===== src/rtl/pipeline_hazard_ctrl_pkg.sv =====
// Shared types for the pipeline hazard controller: register-index width,
// scoreboard entry layout and the empty (NOP) entry encoding.
package pipeline_hazard_ctrl_pkg;

    localparam int REG_DEPTH = 4;

    typedef struct packed {
        logic                 valid;
        logic                 wb_en;
        logic [REG_DEPTH-1:0] dst;
        logic                 mem_read;
    } sb_entry_t;

    localparam int SB_ENTRY_W = $bits(sb_entry_t);

    localparam sb_entry_t SB_NOP = '{valid: 1'b0, wb_en: 1'b0, dst: '0, mem_read: 1'b0};

endpackage


===== src/rtl/pipeline_hazard_ctrl_if.sv =====
// ID-stage request and pipeline-control bundle between the core datapath
// (master) and the hazard controller (slave).
interface pipeline_hazard_ctrl_if
    import pipeline_hazard_ctrl_pkg::*;
#(
    parameter int NUM_STAGES = 3,
    parameter int CNT_WIDTH  = 16
);
    logic                  id_valid;
    logic [REG_DEPTH-1:0]  id_src1;
    logic [REG_DEPTH-1:0]  id_src2;
    logic                  id_two_src;
    logic                  id_wb_en;
    logic [REG_DEPTH-1:0]  id_dst;
    logic                  id_mem_read;
    logic                  branch_taken;
    logic                  mem_ready;
    logic                  freeze;
    logic                  bubble;
    logic                  flush;
    logic [NUM_STAGES-1:0] stage_valid;
    logic [CNT_WIDTH-1:0]  stall_count;

    modport master (
        output id_valid, id_src1, id_src2, id_two_src, id_wb_en, id_dst, id_mem_read,
        output branch_taken, mem_ready,
        input  freeze, bubble, flush, stage_valid, stall_count
    );

    modport slave (
        input  id_valid, id_src1, id_src2, id_two_src, id_wb_en, id_dst, id_mem_read,
        input  branch_taken, mem_ready,
        output freeze, bubble, flush, stage_valid, stall_count
    );

endinterface


===== src/rtl/pipeline_hazard_ctrl_sb_entry_cmp.sv =====
// Compares one scoreboard entry against the two ID source indices.
// LOAD_ONLY restricts matches to load producers (forwarding mode, entry 0).
module sb_entry_cmp
    import pipeline_hazard_ctrl_pkg::*;
#(
    parameter bit LOAD_ONLY = 1'b0
) (
    input  sb_entry_t            entry,
    input  logic [REG_DEPTH-1:0] src1,
    input  logic [REG_DEPTH-1:0] src2,
    input  logic                 two_src,
    output logic                 match1,
    output logic                 match2
);
    logic producer;

    assign producer = entry.valid & entry.wb_en & (!LOAD_ONLY || entry.mem_read);
    assign match1   = producer & (entry.dst == src1);
    assign match2   = producer & two_src & (entry.dst == src2);

endmodule


===== src/rtl/pipeline_hazard_ctrl.sv =====
// Scoreboard-based stall/flush controller for the IF/ID/EXE registers.
// Entry 0 is EXE; the last entry is WB and still counts as a hazard.
module pipeline_hazard_ctrl
    import pipeline_hazard_ctrl_pkg::*;
#(
    parameter int NUM_STAGES = 3,
    parameter bit FORWARD_EN = 1'b0,
    parameter int CNT_WIDTH  = 16
) (
    input  logic                    clk,
    input  logic                    rst,
    pipeline_hazard_ctrl_if.slave   hz
);
    sb_entry_t [NUM_STAGES-1:0] sb;
    logic      [NUM_STAGES-1:0] m1;
    logic      [NUM_STAGES-1:0] m2;
    logic      [NUM_STAGES-1:0] vld;
    logic      [CNT_WIDTH-1:0]  cnt;
    sb_entry_t                  new_e;
    logic                       hazard;
    logic                       flush_c;
    logic                       bubble_c;
    logic                       freeze_c;

    for (genvar g = 0; g < NUM_STAGES; g++) begin : g_cmp
        sb_entry_cmp #(
            .LOAD_ONLY (FORWARD_EN && (g == 0))
        ) u_cmp (
            .entry   (sb[g]),
            .src1    (hz.id_src1),
            .src2    (hz.id_src2),
            .two_src (hz.id_two_src),
            .match1  (m1[g]),
            .match2  (m2[g])
        );
        assign vld[g] = sb[g].valid;
    end

    // With forwarding only a load sitting in EXE cannot be bypassed.
    assign hazard   = hz.id_valid & (FORWARD_EN ? (m1[0] | m2[0]) : |(m1 | m2));
    assign flush_c  = hz.branch_taken & hz.mem_ready;
    assign bubble_c = hz.mem_ready & hazard & ~flush_c;
    assign freeze_c = ~hz.mem_ready | (hazard & ~flush_c);

    assign hz.flush       = ~rst & flush_c;
    assign hz.bubble      = ~rst & bubble_c;
    assign hz.freeze      = ~rst & freeze_c;
    assign hz.stage_valid = rst ? '0 : vld;
    assign hz.stall_count = rst ? '0 : cnt;

    always_comb begin
        new_e = SB_NOP;
        if (hz.id_valid && !flush_c && !hazard) begin
            new_e.valid    = 1'b1;
            new_e.wb_en    = hz.id_wb_en;
            new_e.dst      = hz.id_dst;
            new_e.mem_read = hz.id_mem_read;
        end
    end

    always_ff @(posedge clk) begin
        if (rst) begin
            sb  <= {NUM_STAGES{SB_NOP}};
            cnt <= '0;
        end else begin
            // Memory back-pressure freezes the whole pipe, scoreboard included.
            if (hz.mem_ready) begin
                for (int k = NUM_STAGES - 1; k > 0; k--) sb[k] <= sb[k-1];
                sb[0] <= new_e;
            end
            if (bubble_c && cnt != '1) cnt <= cnt + CNT_WIDTH'(1);
        end
    end

endmodule

===== src/flat_wrapper.sv =====
// flat-port wrapper written by rule: the top's interface ports become plain ports
module pipeline_hazard_ctrl_flat import pipeline_hazard_ctrl_pkg::*;
#(
    parameter int NUM_STAGES = 3,
    parameter bit FORWARD_EN = 1'b0,
    parameter int CNT_WIDTH  = 16
)
  (clk, rst, hz_id_valid, hz_id_src1, hz_id_src2, hz_id_two_src, hz_id_wb_en, hz_id_dst, hz_id_mem_read, hz_branch_taken, hz_mem_ready, hz_freeze, hz_bubble, hz_flush, hz_stage_valid, hz_stall_count);
  pipeline_hazard_ctrl_if #(.NUM_STAGES(NUM_STAGES), .CNT_WIDTH(CNT_WIDTH)) hz_i ();
  input  logic clk;
  input  logic rst;
  input wire logic [$bits(hz_i.id_valid)-1:0] hz_id_valid;
  input wire logic [$bits(hz_i.id_src1)-1:0] hz_id_src1;
  input wire logic [$bits(hz_i.id_src2)-1:0] hz_id_src2;
  input wire logic [$bits(hz_i.id_two_src)-1:0] hz_id_two_src;
  input wire logic [$bits(hz_i.id_wb_en)-1:0] hz_id_wb_en;
  input wire logic [$bits(hz_i.id_dst)-1:0] hz_id_dst;
  input wire logic [$bits(hz_i.id_mem_read)-1:0] hz_id_mem_read;
  input wire logic [$bits(hz_i.branch_taken)-1:0] hz_branch_taken;
  input wire logic [$bits(hz_i.mem_ready)-1:0] hz_mem_ready;
  output wire logic [$bits(hz_i.freeze)-1:0] hz_freeze;
  output wire logic [$bits(hz_i.bubble)-1:0] hz_bubble;
  output wire logic [$bits(hz_i.flush)-1:0] hz_flush;
  output wire logic [$bits(hz_i.stage_valid)-1:0] hz_stage_valid;
  output wire logic [$bits(hz_i.stall_count)-1:0] hz_stall_count;
  assign hz_i.id_valid = hz_id_valid;
  assign hz_i.id_src1 = hz_id_src1;
  assign hz_i.id_src2 = hz_id_src2;
  assign hz_i.id_two_src = hz_id_two_src;
  assign hz_i.id_wb_en = hz_id_wb_en;
  assign hz_i.id_dst = hz_id_dst;
  assign hz_i.id_mem_read = hz_id_mem_read;
  assign hz_i.branch_taken = hz_branch_taken;
  assign hz_i.mem_ready = hz_mem_ready;
  assign hz_freeze = hz_i.freeze;
  assign hz_bubble = hz_i.bubble;
  assign hz_flush = hz_i.flush;
  assign hz_stage_valid = hz_i.stage_valid;
  assign hz_stall_count = hz_i.stall_count;
  pipeline_hazard_ctrl #(.NUM_STAGES(NUM_STAGES), .FORWARD_EN(FORWARD_EN), .CNT_WIDTH(CNT_WIDTH)) u_core (.clk(clk), .rst(rst), .hz(hz_i));
endmodule

===== config.mk =====
export PLATFORM = sky130hd
export DESIGN_NAME = pipeline_hazard_ctrl_flat
export DESIGN_NICKNAME = d
export VERILOG_FILES = /design/src/rtl/pipeline_hazard_ctrl_pkg.sv /design/src/rtl/pipeline_hazard_ctrl_if.sv /design/src/rtl/pipeline_hazard_ctrl_sb_entry_cmp.sv /design/src/rtl/pipeline_hazard_ctrl.sv /design/src/flat_wrapper.sv
export SDC_FILE = /design/constraint.sdc
export NUM_CORES = 1
export LEC_CHECK = 0
export CAP_MARGIN = 10
export CORE_AREA = 3 3 85 87
export DETAILED_ROUTE_END_ITERATION = 7
export DIE_AREA = 0 0 88 90
export GPL_TIMING_DRIVEN = 0
export PLACE_DENSITY = 0.64
export SETUP_SLACK_MARGIN = 0.1
export SYNTH_ARGS = -nofsm -noshare
export SYNTH_HDL_FRONTEND = slang
export SYNTH_HIERARCHICAL = 1
export SYNTH_SLANG_ARGS = --single-unit

===== constraint.sdc =====
create_clock -name clk -period 3.5 [get_ports clk]
set_input_delay 1.05 -clock clk [delete_from_list [all_inputs] [get_ports clk]]
set_output_delay 1.05 -clock clk [all_outputs]
set_load 0.005 [all_outputs]

Word level (Yosys, flattened, before mapping). Index checks and enable logic that the tools add are counted.

Bitwise operators: 25. Muxes and demuxes: 3. Div/mod/pow operators: 0. Magnitude comparators: 0. Add/subtract/negate cells: 1. Multiply operators: 0. Shift-type cells: 0. Reductions and logical operators: 6. Equal/unequal tests: 7.

Operator list (number): equality test 4 bit (6); AND 1 bit (20); adder 16 x 1 -> 16 bit, second input constant (1); 2-to-1 mux 16 bit (1); != test 16 bit, second input constant (1); 2-to-1 mux 7 bit (1); logical AND 1 bit (3); 2-to-1 mux 3 bit (1); NOT 1 bit (3); OR 3 bit (1); OR reduction 3 bit (1); logical NOT 1 bit (2); OR 1 bit (1).

Memory bits (read-only): 0. Memory bits (writable): 0. Memories kept: 0. Bits in registers: 34. Input bits: 20. Latch bits: 0. Logic and storage cells: 52. Output and inout port bits: 22.

Logic depth before layout (Yosys ltp). Gate-level depths: netlist (run 1).

Depth in word-level cells: 9. Gate-level depth with buffers: 8. Mapped depth without buffers: 7.

Modules after synthesis. The synthesis (run 1) kept the hierarchy.

Modules (own cells, without submodules): pipeline_hazard_ctrl (area each 1752.9 µm², seq. area each 740.7 µm², instances 1, cells each 184); sb_entry_cmp (area each 106.4 µm², seq. area each 0.0 µm², instances 3, cells each 12).

Worst setup path before layout (run 1). No wires, ideal clock.

Path type: input to output. From: input hz_id_src2[1]. To: output hz_freeze. Setup slack: 0.117 ns. Required time: 2.450 ns. Arrival time: 2.333 ns. Stages on the path: 7. Cell sequence: xnor2_1 -> nand4_1 -> nor4_2 -> or4_4 -> or3_4 -> nand3b_1 -> a21oi_1.

Cells in the longest elaborated chain, start to end: 8. Elaborated cells between the ends (all ways): 12. Those cells by class: eq/ne: 3; bitwise: 8; reduce/logical: 1.

RTL lines: start: declaration (line flat_wrapper.sv:14) `input wire logic [$bits(hz_i.id_src2)-1:0] hz_id_src2;`; equality test 4 bit (line pipeline_hazard_ctrl_sb_entry_cmp.sv:19) `assign match2 = producer & two_src & (entry.dst == src2);`; AND 1 bit (line pipeline_hazard_ctrl_sb_entry_cmp.sv:19); named net u_core.m2[0] (line pipeline_hazard_ctrl.sv:16) `logic [NUM_STAGES-1:0] m2;`; OR 3 bit (line pipeline_hazard_ctrl.sv:40) `assign hazard = hz.id_valid & (FORWARD_EN ? (m1[0] | m2[0]) : |(m1 | m2));`; OR reduction 3 bit (line pipeline_hazard_ctrl.sv:40); AND 1 bit (line pipeline_hazard_ctrl.sv:40); AND 1 bit (line pipeline_hazard_ctrl.sv:43) `assign freeze_c = ~hz.mem_ready | (hazard & ~flush_c);`; OR 1 bit (line pipeline_hazard_ctrl.sv:43); AND 1 bit (line pipeline_hazard_ctrl.sv:47) `assign hz.freeze = ~rst & freeze_c;`; end: declaration (line flat_wrapper.sv:21) `output wire logic [$bits(hz_i.freeze)-1:0] hz_freeze;`.

The timed path passes the listed nets, and every way through them passes these cells.

Final worst setup path (run 1). Ends and elaborated chain as after synthesis.

==> impl_metrics.toml, run 1 <==
[layout]
antenna_cells = 0
final_common_cell = "dfxtp_1"
drive_gt1_frac = 0.263
postLayoutCoreUtil = 0.415
final_cell_mix = "dfxtp_1 (34), clkdlybuf4s50_1 (26), nor2_1 (26), nor2b_1 (18), xor2_1 (15)"
finish.net_count = 286
fin_cells = 343
syn_to_final_growth_pct = 34.8
final_area_um2 = 2660

[clock_network]
clock_path_buffers = 2
cts_buffers = 5
clk_latency_ns = 0.29
root_buffer = "clkbuf_8"
h-tree-depth = 2
cts_sinks = 34
cts_tree = "built"
clkTransAtPathRegs_ns = 0.06

[critical_path]
crit_fanout = 3
r2r-start = "u_core/sb[9]$_SDFFE_PP0P_"
worstSetupStartpointType = "input port"
r2r_slack_ns = 0.92
setup.worst_path.class = "input port to output pin"
r2r_end = "u_core/cnt[6]$_SDFFE_PP0P_"
arrival_ns = 2.65
path_cells = "buf_8 > xnor2_2 > nand4_1 > nor4_2 > or4_4 > or3_4 > nand3b_1 > a21oi_2 > buf_2"
cp_slowest_cell = "or4_4"
required_ns = 2.45
slowest_delay_ns = 0.52
worstRegToRegCells = 11
end_kind = "output pin"

[timing]
worstMarginPinSlew_ns = 0.639
drv_slew = 0
fin_tns_setup_ns = -0.366
fin_hold_ws_ns = 0.534
hold_viol = 0
finalCritPeriodShare = 1.06
setup_viol = 2
maxSlewHeadroom = 0.570
rsz0062_at_grt = "true"
finalCriticalPeriod_ns = 3.70
setup_slack_ns = -0.200
fmax_mhz = 270
fin_worst_skew_ns = 0.00941

[pwr]
p_switching_mw = 0.191
ir_worst_vdd_mv = 0.126
p_sw_frac = 0.244
combPwrFrac = 0.104
powerDensity_nw_per_um2 = 293
p_seq_frac = 0.505
internal_power_mw = 0.590
pwr-share-clk = 0.391
leakage_nw = 1.04
report.power.total_mw = 0.780

[die]
dieArea_um2 = 7920
die_x_um = 88
core.rowCount = 29
core_um2 = 6420
fp.dieH_um = 90
start_util = 0.308
num_io_pins = 42

[flow_run]
cap_violations = 0

[worst_hold_path]
hold_depth = 2
hp-start = "u_core/cnt[1]$_SDFFE_PP0P_"
hold_class = "register to register"
hold_end = "u_core/cnt[1]$_SDFFE_PP0P_"

[synthesis]
synth_fp_nets = 233
yosysWarnings = 6
netlist_area_um2 = 1980
syn_inst = 212
synth_area_per_cell_um2 = 9.32

[routing]
antenna_left = 0
wire_per_inst_um = 14.2
drt_iter0_markers = 86
vias = 1692
wl_um = 4890
avgViaCountPerCell = 4.93
first_pass_iters = 4
drc_errors = 0

[placement]
dp.cells = 328
gp_congestion = 0.814
port_buffers = 39
detailed_place.area_um2 = 2460
dp_hpwl_um = 3600
pre_cts_slack_ns = -1.20

[outcome]
status = "complete, but fails checks"
violations = "setup timing"

[grt]
grt_pass1_vias = 1639
grt.overflow.total = 0
grt_max_degree = 11
grt_pass1_wl_um = 7960
antenna_found_initial = 0
gr-usage-all-layers = 0.126
metal layers:
metal	up-vias	wire length (um)	track usage
met1	794	2270	0.168
met2	32	2330	0.200
li1	860	-	-
met4	0	63	0.0384
met5	-	0	0
met3	6	219	0.0302
final cells by class:
| class | instances | area (um^2) |
|---|---|---|
| timing repair buffer | 46 | 417 |
| tap | 77 | 96.3 |
| multi-input combinational | 167 | 1290 |
| sequential | 34 | 681 |
| buffer | 10 | 78.8 |
| fill | 642 | 3760 |
| clock buffer | 7 | 86.3 |
| clock inverter | 1 | 5.00 |
| inverter | 1 | 3.75 |
sequential cells by signal (all words and copies together) (netlist names):
signal      flops
u_core/cnt     16
u_core/sb      18
critical path: cells and delay by family:
kind / cells / cell delay, ns
compound gates: 1 / 0.07
xor+xnor: 1 / 0.13
buf+inv: 2 / 0.25
simple gates: 5 / 1.15
how the worst max path moves through the flow:
stage / start / endpoint / depth (start not counted)
after floorplan: hz_id_src2[1] / hz_freeze / 7
after global placement: rst / hz_stall_count[12] / 6
after detailed placement: rst / hz_stall_count[12] / 6
after CTS: hz_id_src1[1] / hz_freeze / 9
after global routing: hz_id_src2[1] / hz_freeze / 9
final: hz_id_src2[1] / hz_freeze / 9
power by group through the flow:
stage / combinational (mW) / clock [mW] / sequential [mW]
after floorplan: 0.0371 / 0 / 0.402
after global placement: 0.0750 / 0 / 0.403
after detailed placement: 0.0751 / 0 / 0.403
after CTS: 0.0774 / 0.311 / 0.394
after global routing: 0.0879 / 0.325 / 0.395
final: 0.0810 / 0.305 / 0.394
what timing repair did:
item,4_1_cts,5_1_grt
resized for setup,71,6
endpoints found under the setup margin,22,2
setup buffers,4,3
pin swaps,14,7
hold buffers,0,0
Power figures use the tool's default switching activity.
==> run 2, diff against run 1 <==
SKIP_LAST_GASP = 1   (was unset)
SLEW_MARGIN = 20   (was unset)
==> run 2 against run 1 <==
Against the previous run:
- the flow still finishes with violations (setup timing)
- global-route usage is 0.074 points lower
- maximum frequency is 0.32% lower
- final cell count grew 0.29%
- setup slack got worse by 0.012 ns
- die area is the same
- combinational power decreased by 1%
- non-clock buffer count grew 1
- register-to-register slack barely moved
- critical path depth unchanged
==> impl_metrics.toml, run 2 (same netlist as run 1, synthesis figures left out) <==
[pwr]
leakage_nw = 1.05
ir_worst_vdd_mv = 0.126
powerDensity_nw_per_um2 = 291

[placement]
gp_congestion = 0.814
dp_hpwl_um = 3600
port_buffers = 39
dp.cells = 328

[timing]
fin_tns_setup_ns = -0.397
fmax_mhz = 269
maxSlewHeadroom = 0.570
finalCriticalPeriod_ns = 3.71
setup_slack_ns = -0.211
setup_viol = 2
rsz0062_at_grt = "true"
drv_slew = 0
fin_worst_skew_ns = 0.00802
worstMarginPinSlew_ns = 0.638
finalCritPeriodShare = 1.06
hold_viol = 0

[critical_path]
worstRegToRegCells = 11
crit_fanout = 3
slowest_delay_ns = 0.53
r2r_end = "u_core/cnt[6]$_SDFFE_PP0P_"
arrival_ns = 2.66
cp_slowest_cell = "or4_4"
r2r-start = "u_core/sb[9]$_SDFFE_PP0P_"
path_delay_family = "simple AND/OR/NAND/NOR gates"
cp-startpoint = "hz_id_src2[1]"
end_kind = "output pin"
r2r_slack_ns = 0.91
required_ns = 2.45
worstSetupStartpointType = "input port"
path_cells = "buf_8 > xnor2_2 > nand4_1 > nor4_2 > or4_4 > or3_4 > nand3b_1 > a21oi_2 > buf_2"
setup.worst_path.class = "input port to output pin"
cp.buffers_inverters = 2

[grt]
grt_max_degree = 11
gr-usage-all-layers = 0.126
antenna_found_initial = 0
grt_pass1_wl_um = 7910
grt_pass1_vias = 1622
grt.overflow.total = 0

[routing]
antenna_left = 0
drc_errors = 0
first_pass_iters = 4
wire_per_inst_um = 14.2
wl_um = 4890
vias = 1698
avgViaCountPerCell = 4.94
drt_iter0_markers = 75

[die]
die_x_um = 88
dieArea_um2 = 7920
start_util = 0.308
fp.dieH_um = 90
num_io_pins = 42
core.rowCount = 29
core_um2 = 6420

[layout]
largest_reg_flops = 18
final_common_cell = "dfxtp_1"
finish.net_count = 287
drive_gt1_frac = 0.266
reg_top3 = "u_core/sb x18, u_core/cnt x16"
antenna_cells = 0
largest_register = "u_core/sb"
fin_cells = 344
syn_to_final_growth_pct = 35.1
final_cell_mix = "dfxtp_1 (34), clkdlybuf4s50_1 (26), nor2_1 (26), nor2b_1 (18), xor2_1 (15)"

[clock_network]
holdBufCountCts = 0
clk_latency_ns = 0.29
root_buffer = "clkbuf_8"
cts_buffers = 5
cts_sinks = 34
clkTransAtPathRegs_ns = 0.07
cts_tree = "built"
h-tree-depth = 2
clock_path_buffers = 2

[worst_hold_path]
hold_class = "register to register"
hp-start = "u_core/cnt[1]$_SDFFE_PP0P_"
hold_depth = 2
hold_end = "u_core/cnt[1]$_SDFFE_PP0P_"

[outcome]
status = "complete, but fails checks"
violations = "setup timing"

[flow_run]
cap_violations = 0
run 2: changes by cell type in the layout (fill, tap and decap cells not counted), sizes merged:
cell          change
buf               +2
clkbuf            -1
dlygate4sd2       -1
dlymetal6s2s      +1
run 2: repair_timing:
| item | CTS | global route |
|---|---|---|
| buffers inserted | 4 | 4 |
| setup endpoints to repair | 22 | 3 |
| resized for setup | 68 | 9 |
| pin swaps | 14 | 7 |
run 2: how the worst max path moves through the flow:
stage	cells after the start	endpoint	slack (ns)
4_1_cts	9	hz_freeze	-0.22
3_3_place_gp	6	hz_stall_count[12]	-1.22
3_5_place_dp	6	hz_stall_count[12]	-1.20
5_1_grt	9	hz_freeze	-0.26
6_report	9	hz_freeze	-0.21
2_1_floorplan	7	hz_freeze	0.12
run 2: tightest hold or removal path, delay by kind of cell (launching register included):
family	cells	cell delay, ns
flip-flops	1	0.34
AO/OA/AOI/OAI	2	0.14
run 2: per-stage QoR:
stage | hold WS (ns) | worst slack, ns | instance area (um^2) | utilization | total power [mW]
floorplan | 0.482 | 0.117 | 1980 | - | 0.439
global placement | 0.501 | -1.22 | 2460 | 0.383 | 0.478
detailed placement | 0.520 | -1.20 | 2460 | 0.383 | 0.478
CTS | 0.537 | -0.216 | 2600 | 0.405 | 0.781
global route | 0.561 | -0.264 | 2670 | 0.416 | 0.807
finish | 0.532 | -0.211 | 2670 | 0.416 | 0.777
run 2: final cells by class:
class | instances | area, um^2
fillers | 635 | 3750
multi-input cells | 167 | 1290
flip-flops and latches | 34 | 681
repair buffers | 47 | 425
well taps | 77 | 96.3
clock buffers | 7 | 86.3
plain buffers | 10 | 76.3
clock inverters | 1 | 5.00
inverters | 1 | 3.75
run 2: report_power, final:
group / internal (mW) / leakage (nW) / switching, mW
Clock: 0.159 / 0.0482 / 0.144
Sequential: 0.390 / 0.274 / 0.00446
Combinational: 0.0402 / 0.730 / 0.0399
run 2: metal layers:
metal,GRT usage,vias up,wire [um]
met5,0,-,0
met4,0.0384,0,53
met3,0.0302,5,249
met2,0.197,41,2330
li1,-,867,-
met1,0.168,785,2260
